[config.mk]
export PLATFORM = sky130hd
export DESIGN_NAME = instr_fetch_unit
export DESIGN_NICKNAME = d
export VERILOG_FILES = /design/src/rtl/riscv_pkg.sv /design/src/rtl/fetch_fifo.sv /design/src/rtl/instr_fetch_unit.sv
export SDC_FILE = /design/constraint.sdc
export NUM_CORES = 1
export LEC_CHECK = 0
export ABC_AREA = 1
export BUFFER_PORTS_ARGS = -buffer_cell sky130_fd_sc_hd__buf_2
export CAP_MARGIN = 20
export CELL_PAD_IN_SITES_DETAIL_PLACEMENT = 2
export CELL_PAD_IN_SITES_GLOBAL_PLACEMENT = 2
export CORE_MARGIN = 3
export CORE_UTILIZATION = 35
export CTS_CLUSTER_DIAMETER = 40
export CTS_CLUSTER_SIZE = 10
export DETAILED_ROUTE_END_ITERATION = 10
export PLACE_DENSITY = 0.91
export SKIP_LAST_GASP = 1
export SLEW_MARGIN = 20
export SYNTH_ARGS = -nofsm -noshare
export SYNTH_HDL_FRONTEND = slang
export SYNTH_HIERARCHICAL = 1
export SYNTH_SLANG_ARGS = --single-unit
[constraint.sdc]
create_clock -name clk -period 5.26 [get_ports clk]
set_input_delay 0.526 -clock clk [delete_from_list [all_inputs] [get_ports clk]]
set_output_delay 0.526 -clock clk [all_outputs]
set_load 0.05 [all_outputs]
[src/rtl/riscv_pkg.sv]
// riscv_pkg: shared RV32I constants, fetch FSM encoding and buffer entry layout.
package riscv_pkg;
    localparam int              XLEN             = 32;
    localparam logic [XLEN-1:0] DEFAULT_RESET_PC = 32'h0000_0000;
    localparam logic [XLEN-1:0] NOP              = 32'h0000_0013;

    localparam logic [4:0] OPC_LOAD   = 5'b00000;
    localparam logic [4:0] OPC_OPIMM  = 5'b00100;
    localparam logic [4:0] OPC_STORE  = 5'b01000;
    localparam logic [4:0] OPC_LUI    = 5'b01101;
    localparam logic [4:0] OPC_BRANCH = 5'b11000;
    localparam logic [4:0] OPC_JAL    = 5'b11011;

    typedef enum logic [1:0] {
        ST_BOOT  = 2'd0,
        ST_RUN   = 2'd1,
        ST_DRAIN = 2'd2
    } fetch_state_e;

    typedef struct packed {
        logic [XLEN-1:0] pc;
        logic [XLEN-1:0] instr;
    } fetch_entry_t;

    function automatic logic [XLEN-1:0] pc_align(input logic [XLEN-1:0] a);
        return {a[XLEN-1:2], 2'b00};
    endfunction
endpackage

[src/rtl/fetch_fifo.sv]
// fetch_fifo: synchronous {pc,instr} buffer with flush; flush wins over push and pop.
module fetch_fifo
    import riscv_pkg::*;
#(
    parameter  int DEPTH = 2,
    localparam int AW    = $clog2(DEPTH),
    localparam int CW    = $clog2(DEPTH + 1)
) (
    input  logic          clk,
    input  logic          rst_n,
    input  logic          flush_i,
    input  logic          push_i,
    input  fetch_entry_t  push_data_i,
    input  logic          pop_i,
    output fetch_entry_t  head_o,
    output logic [CW-1:0] count_o,
    output logic          full_o,
    output logic          empty_o
);
    fetch_entry_t  mem_q [DEPTH];
    logic [AW-1:0] rd_ptr_q, wr_ptr_q;
    logic [CW-1:0] count_q;
    logic          do_push, do_pop;

    assign full_o  = count_q == CW'(DEPTH);
    assign empty_o = count_q == '0;
    assign count_o = count_q;
    assign head_o  = mem_q[rd_ptr_q];
    assign do_pop  = pop_i && !empty_o;
    // a push into a full buffer is only legal alongside a pop
    assign do_push = push_i && (!full_o || do_pop);

    always_ff @(posedge clk) begin
        if (!rst_n || flush_i) begin
            rd_ptr_q <= '0;
            wr_ptr_q <= '0;
            count_q  <= '0;
        end else begin
            if (do_push) wr_ptr_q <= wr_ptr_q + 1'b1;
            if (do_pop) rd_ptr_q <= rd_ptr_q + 1'b1;
            count_q <= count_q + CW'(do_push) - CW'(do_pop);
        end
    end

    always_ff @(posedge clk) begin
        if (do_push) mem_q[wr_ptr_q] <= push_data_i;
    end
endmodule

[src/rtl/instr_fetch_unit.sv]
// instr_fetch_unit: RV32I fetch stage; credited word fetches, in-order buffering,
// redirect flush with stale-response draining.
module instr_fetch_unit
    import riscv_pkg::*;
#(
    parameter logic [XLEN-1:0] RESET_PC   = DEFAULT_RESET_PC,
    parameter int              FIFO_DEPTH = 2
) (
    input  logic            clk,
    input  logic            rst_n,
    output logic            imem_req_valid,
    output logic [XLEN-1:0] imem_req_addr,
    input  logic            imem_req_ready,
    input  logic            imem_rsp_valid,
    input  logic [XLEN-1:0] imem_rsp_data,
    input  logic            redirect_valid,
    input  logic [XLEN-1:0] redirect_pc,
    output logic            instr_valid,
    input  logic            instr_ready,
    output logic [XLEN-1:0] instr,
    output logic [XLEN-1:0] instr_pc,
    output logic [4:0]      selector,
    output logic            fetch_misalign
);
    localparam int CW = $clog2(FIFO_DEPTH + 1);

    fetch_state_e    state_q, state_d;
    logic [XLEN-1:0] fetch_pc_q, fetch_pc_d, rsp_pc_q, rsp_pc_d;
    logic [CW-1:0]   outstanding_q, outstanding_d, drop_cnt_q, drop_cnt_d, fifo_count;
    logic            fetch_misalign_q, fetch_misalign_d;
    logic            redirect, accept, drop, push, credit_ok, fifo_full, fifo_empty;
    fetch_entry_t    push_entry, head;

    assign redirect   = redirect_valid && state_q != ST_BOOT;
    assign accept     = imem_req_valid && imem_req_ready;
    assign drop       = imem_rsp_valid && drop_cnt_q != '0;
    assign push       = imem_rsp_valid && !drop;
    assign push_entry = '{pc: rsp_pc_q, instr: imem_rsp_data};
    // in-flight plus buffered words never exceed the buffer, so a response always fits
    assign credit_ok  = (CW+1)'(outstanding_q) + (CW+1)'(fifo_count) < (CW+1)'(FIFO_DEPTH) && !fifo_full;

    always_ff @(posedge clk) begin
        if (!rst_n) state_q <= ST_BOOT;
        else state_q <= state_d;
    end

    always_comb begin
        state_d = state_q == ST_BOOT ? ST_RUN : drop_cnt_d != '0 ? ST_DRAIN : ST_RUN;
    end

    always_comb begin
        imem_req_valid = state_q == ST_RUN && credit_ok;
        imem_req_addr  = fetch_pc_q;
    end

    // a redirect makes every response still owed by memory stale, including one accepted now
    always_comb begin
        outstanding_d    = outstanding_q + CW'(accept) - CW'(imem_rsp_valid);
        drop_cnt_d       = redirect ? outstanding_d : drop_cnt_q - CW'(drop);
        fetch_pc_d       = redirect ? pc_align(redirect_pc) : fetch_pc_q + (accept ? 32'd4 : 32'd0);
        rsp_pc_d         = redirect ? pc_align(redirect_pc) : rsp_pc_q + (push ? 32'd4 : 32'd0);
        fetch_misalign_d = redirect ? |redirect_pc[1:0] : fetch_misalign_q;
    end

    always_ff @(posedge clk) begin
        if (!rst_n) begin
            fetch_pc_q       <= RESET_PC;
            rsp_pc_q         <= RESET_PC;
            outstanding_q    <= '0;
            drop_cnt_q       <= '0;
            fetch_misalign_q <= 1'b0;
        end else begin
            fetch_pc_q       <= fetch_pc_d;
            rsp_pc_q         <= rsp_pc_d;
            outstanding_q    <= outstanding_d;
            drop_cnt_q       <= drop_cnt_d;
            fetch_misalign_q <= fetch_misalign_d;
        end
    end

    fetch_fifo #(.DEPTH(FIFO_DEPTH)) u_fifo (
        .clk        (clk),
        .rst_n      (rst_n),
        .flush_i    (redirect),
        .push_i     (push),
        .push_data_i(push_entry),
        .pop_i      (instr_ready),
        .head_o     (head),
        .count_o    (fifo_count),
        .full_o     (fifo_full),
        .empty_o    (fifo_empty)
    );

    assign instr_valid    = !fifo_empty;
    assign instr          = fifo_empty ? '0 : head.instr;
    assign instr_pc       = fifo_empty ? '0 : head.pc;
    assign selector       = instr[6:2];
    assign fetch_misalign = fetch_misalign_q;
endmodule

# Yosys cells after proc, flatten, opt, wreduce, memory -nomap -nowiden
# Memories as Yosys holds them, arrays and structs flattened. A register that Yosys moved wholly into a read port is not among the register bits.
# Index checks and enable logic that the tools add are counted.
dict set report totals {
  regBits 75
  latchBits 0
  ramBits 128
  romBits 0
  in_bits 70
  n_memories 1
}
# name words width read_ports rd_clocked_by_memory_dff wr line_no
set memory_table {}
lappend memory_table {u_fifo.mem_q 2 64 1 1 1 fetch_fifo.sv:20} ;# fetch_entry_t mem_q [DEPTH];
dict set report classes {
  add_sub_neg 10
  mul 0
  div_mod_pow 0
  order_cmp 1
  eq_ne 2
  n_shift 0
  muxes 13
  bitwise 1
  reduce_logical 22
}
# op n
set ops {}
lappend ops {{$mux 32} 4}
lappend ops {{$add 32x3->32} 2}
lappend ops {{$logic_and 1x1->1} 8}
lappend ops {{$mux 3} 2}
lappend ops {{$reduce_bool 2->1} 3}
lappend ops {{$reduce_or 2->1} 3}
lappend ops {{$sub 2x1->2} 3}
lappend ops {{$mux 1} 5}
lappend ops {{$add 2x1->2} 2}
lappend ops {{$logic_not 1->1} 4}
lappend ops {{$logic_not 2->1} 2}
lappend ops {{$mux 2} 2}
lappend ops {{$add 2x2->3} 1}
lappend ops {{$lt 3x2->1 const B} 1}
lappend ops {{$add 1x1->1 const B} 2}
lappend ops {{$eq 2x1->1 const B} 1}
lappend ops {{$eq 2x2->1 const B} 1}
lappend ops {{$logic_or 1x1->1} 2}
lappend ops {{$not 1->1} 1}

# Logic depth before layout (Yosys ltp)
dict set report depth {
  depth_word 11
  mapped_depth 16
  ltp_nobuf 16
}

# Modules after synthesis
# The synthesis kept the hierarchy.
# mod instances cells_per_inst area_each_um2
set by_module_without_submodules {}
lappend by_module_without_submodules {fetch_fifo 1 241 5180.0}
lappend by_module_without_submodules {instr_fetch_unit 1 781 4593.2}

# Worst setup path after synthesis
# Ideal clock, no wire load.
dict set report synth_path {
  kind {input -> register}
  from {in imem_rsp_valid}
  to {mem u_fifo/mem_q[1][0] in the netlist's numbering (enable)}
  arrival_ps 3644
  t_required_ps 4772
  setup_slack_ps 1128
  stages 4
  path_buffers 0
  path_cell_list {inv_1 -> nor3_1 -> nand2_1 -> nor2_1}
}
dict set report synth_via {
  elab_chain_cells 6
}
# element line_no
set synth_rtl {}
lappend synth_rtl {{start: declaration} instr_fetch_unit.sv:14} ;# input logic imem_rsp_valid,
lappend synth_rtl {{$logic_and 1x1->1} instr_fetch_unit.sv:36} ;# assign drop = imem_rsp_valid && drop_cnt_q != '0;
lappend synth_rtl {{$logic_not 1->1} instr_fetch_unit.sv:37} ;# assign push = imem_rsp_valid && !drop;
lappend synth_rtl {{$logic_and 1x1->1 (*)} instr_fetch_unit.sv:37}
lappend synth_rtl {{net push} instr_fetch_unit.sv:31} ;# logic redirect, accept, drop, push, credit_ok, fifo_full, fifo_empty;
lappend synth_rtl {{$logic_and 1x1->1 (*)} fetch_fifo.sv:31} ;# assign do_push = push_i && (!full_o || do_pop);
lappend synth_rtl {{$mux 1 (*)} fetch_fifo.sv:46} ;# if (do_push) mem_q[wr_ptr_q] <= push_data_i;
lappend synth_rtl {{$mux 1 (not written as such) (*)} fetch_fifo.sv:46}
lappend synth_rtl {{end: declaration} fetch_fifo.sv:20}
# Mark *: on every way through the listed nets, which the timed path passes. The rest lies on a longest branch.

==> metrics.yaml <==
status: "finished, final reports clean"
power.total_mw: 6.34
dr.pass1.iters: 4
cp_max_fo: 38
grt_pass1_vias: 8473
rsz0062_at_grt: "no"
num_vias: 7629
ctsHoldBuffers: 0
fmax_mhz: 318
vdd_drop_max_v: 0.000237
synth-seq-cells: 200
postRouteAntennaNets: 0
ioPinCount: 174
met3_length_mm: 1.08
die_area_mm2: 0.0300
rows: 60
synthDistinctLibCells: 39
via_per_inst: 4.85
synth_top_cell_by_area: "edfxtp_1"
clock_path_buffers: 2
synth.top_cell.area_share: 0.393
post_cts_resized: 0
numCtsBuffers: 17
yosysSeqAreaShare: 0.541
routed_wl_mm: 30.9
drc: 0
relSlewSlack: 0.343
wl_per_cell_um: 19.6
initial_core_util: 0.360
slew_violations: 0
worstSkewPairLatency_ns: 0.45
worstMarginPinSlew_ns: 0.986
tns_ns: 0
crit_arrival_ns: 2.61
synth_compound_area_frac: 0.0472
drive_gt1_frac: 0.264
muxShareOfSynthArea: 0.0968
min_path_type: "primary input to flip-flop"
worstSetupPathType: "flip-flop to primary output"
post-route-period-util: 0.597
crit_required_ns: 4.73
synth_fa_ha_area_frac: 0.0123
hold_viol_final: 0
synth.top_cells.by_area: "edfxtp_1 (39%), dfxtp_1 (15%), mux2_4 (9.2%)"
track_usage: 0.206
stdcell_count: 1572
dpl.cell_count: 1539
synth.avg_cell_area_um2: 9.56
synthToLayoutAreaGrowth_pct: 17.7
clock-sinks: 200
ys_dominant_reg_cell: "edfxtp_1"
setup_viol: 0
maxCapViolations: 0
wl_met2_mm: 16.4
drt_iter0_drc: 486
cts_setup_buffers: 0
synth.cell_area_mm2: 0.00977
holdWs_ns: 0.267
p_per_area_mw_per_mm2: 551
p_leak_nw: 4.91
antenna_cells: 0
htreeDepth: 4
highest_layer: "met4"
root_buffer: "clkbuf_16"
synth_top_family_by_area: "simple AND/OR/NAND/NOR gates"
critPathCaptureType: "primary output"
grt_pass1_wl_mm: 48.5
finClkSkew_ns: 0.0173
portBuffers: 171
yosys.area_share.simple: 0.214
period_needed_ns: 3.14
async_reset_ff_frac: 0
grt-ovfl-total: 0
die_w_um: 173
netlist_instances: 1022
place_congestion: 0.797
yosys_warnings: 6
path_clk_slew_ns: 0.09
start_kind: "flip-flop"
cts_tree: "done"
fp.dieH_um: 173
nets: 1266
antenna_found_initial: 0
dp_hpwl_mm: 22.7
wirelength_met1_mm: 13.0
grt_max_degree: 67
core_mm2: 0.0272
synth_xor_area_frac: 0.00627
synth_edf_count: 128
==> final timing paths <==
check	start	to	slack, ns	cells past startpoint
min reg2reg	fetch_misalign	fetch_misalign	0.52	2
max reg2reg	u_fifo/count_o[0]	imem_req_addr[17]	2.36	15
max	flip-flop	instr_pc[11]	2.12	5
min	imem_rsp_data[22]	u_fifo/mem_q[0][22]	0.27	1
==> layout make-up <==
type,count,area (µm²)
Clock buffer,17,425
Clock inverter,15,169
Fill cell,3017,15700
Inverter,137,514
Multi-Input combinational cell,653,3720
Sequential cell,200,5290
Tap cell,372,465
Timing Repair Buffer,178,921
==> stage by stage <==
step	util	setup WS (ns)	cell area, µm²
after floorplan	-	1.13	9790
after global placement	0.401	2.23	10900
after detailed placement	0.401	2.06	10900
after CTS	0.423	2.04	11500
after global routing	0.423	2.00	11500
final	0.423	2.12	11500
==> registers in the layout, indices dropped and copies added, names as in the netlist, named ones only <==
register         cells
u_fifo/wr_ptr_q      1
fetch_misalign       1
u_fifo/count_o       2
drop_cnt_q           2
outstanding_q        2
u_fifo/mem_q       128
u_fifo/rd_ptr_q      1
rsp_pc_q            30
imem_req_addr       30
state_q              2
==> routing by layer <==
layer | up-vias | global-route usage
met3 | 28 | 0.0310
met4 | 0 | 0.0473
li1 | 3618 | -
met5 | - | 0
met2 | 174 | 0.381
met1 | 3809 | 0.251
==> logic make-up after synthesis <==
group,Yosys count
flops,200
other cells,1
compound gates,87
mux,64
fa+ha+maj,9
simple gates,480
buf+inv,174
xor+xnor,7
==> power breakdown <==
part           internal, mW  switching [mW]  leakage, nW
registers              2.09           0.280         1.79
clock network         0.644           0.692        0.289
logic                 0.741            1.90         2.83
==> layout by cell type (no fill, tap or decap), drive strengths merged <==
cell    count
nand4       1
dfxtp      72
clkinv      6
ha          8
fa          1
mux2       64
buf       178
nand3      67
or2         7
nand2     224
nor2      175
o211ai      2
edfxtp    128
and2        2
a21oi      71
o21bai      2
clkbuf     17
nor3b       1
nor3        2
inv       146
nor4        1
xor2        5
conb        6
o21ai      12
xnor2       2
==> cells in the mapped netlist (3+ instances only) <==
cell type  instances
buf_4              9
nor2_4            11
buf_1              3
mux2_4            60
edfxtp_1         128
inv_1            135
nand2_1          216
nand2_4            5
a21oi_1           68
clkbuf_1          11
nor2_1           153
xor2_1             5
a21oi_2            3
buf_12             6
o21ai_0           12
dfxtp_1           72
or2_2              4
ha_1               8
nand2_2            3
mux2_2             4
nor2_2            10
nand3_1           67
buf_2              6
==> critical path: stages, from the launching register on <==
cell and delay [ns]:
dfxtp_4 0.82, buf_4 0.56, mux2_4 0.25, inv_1 0.05
nor2_1 0.16, buf_2 0.31
No activity file was read; power rests on OpenSTA's default activity.
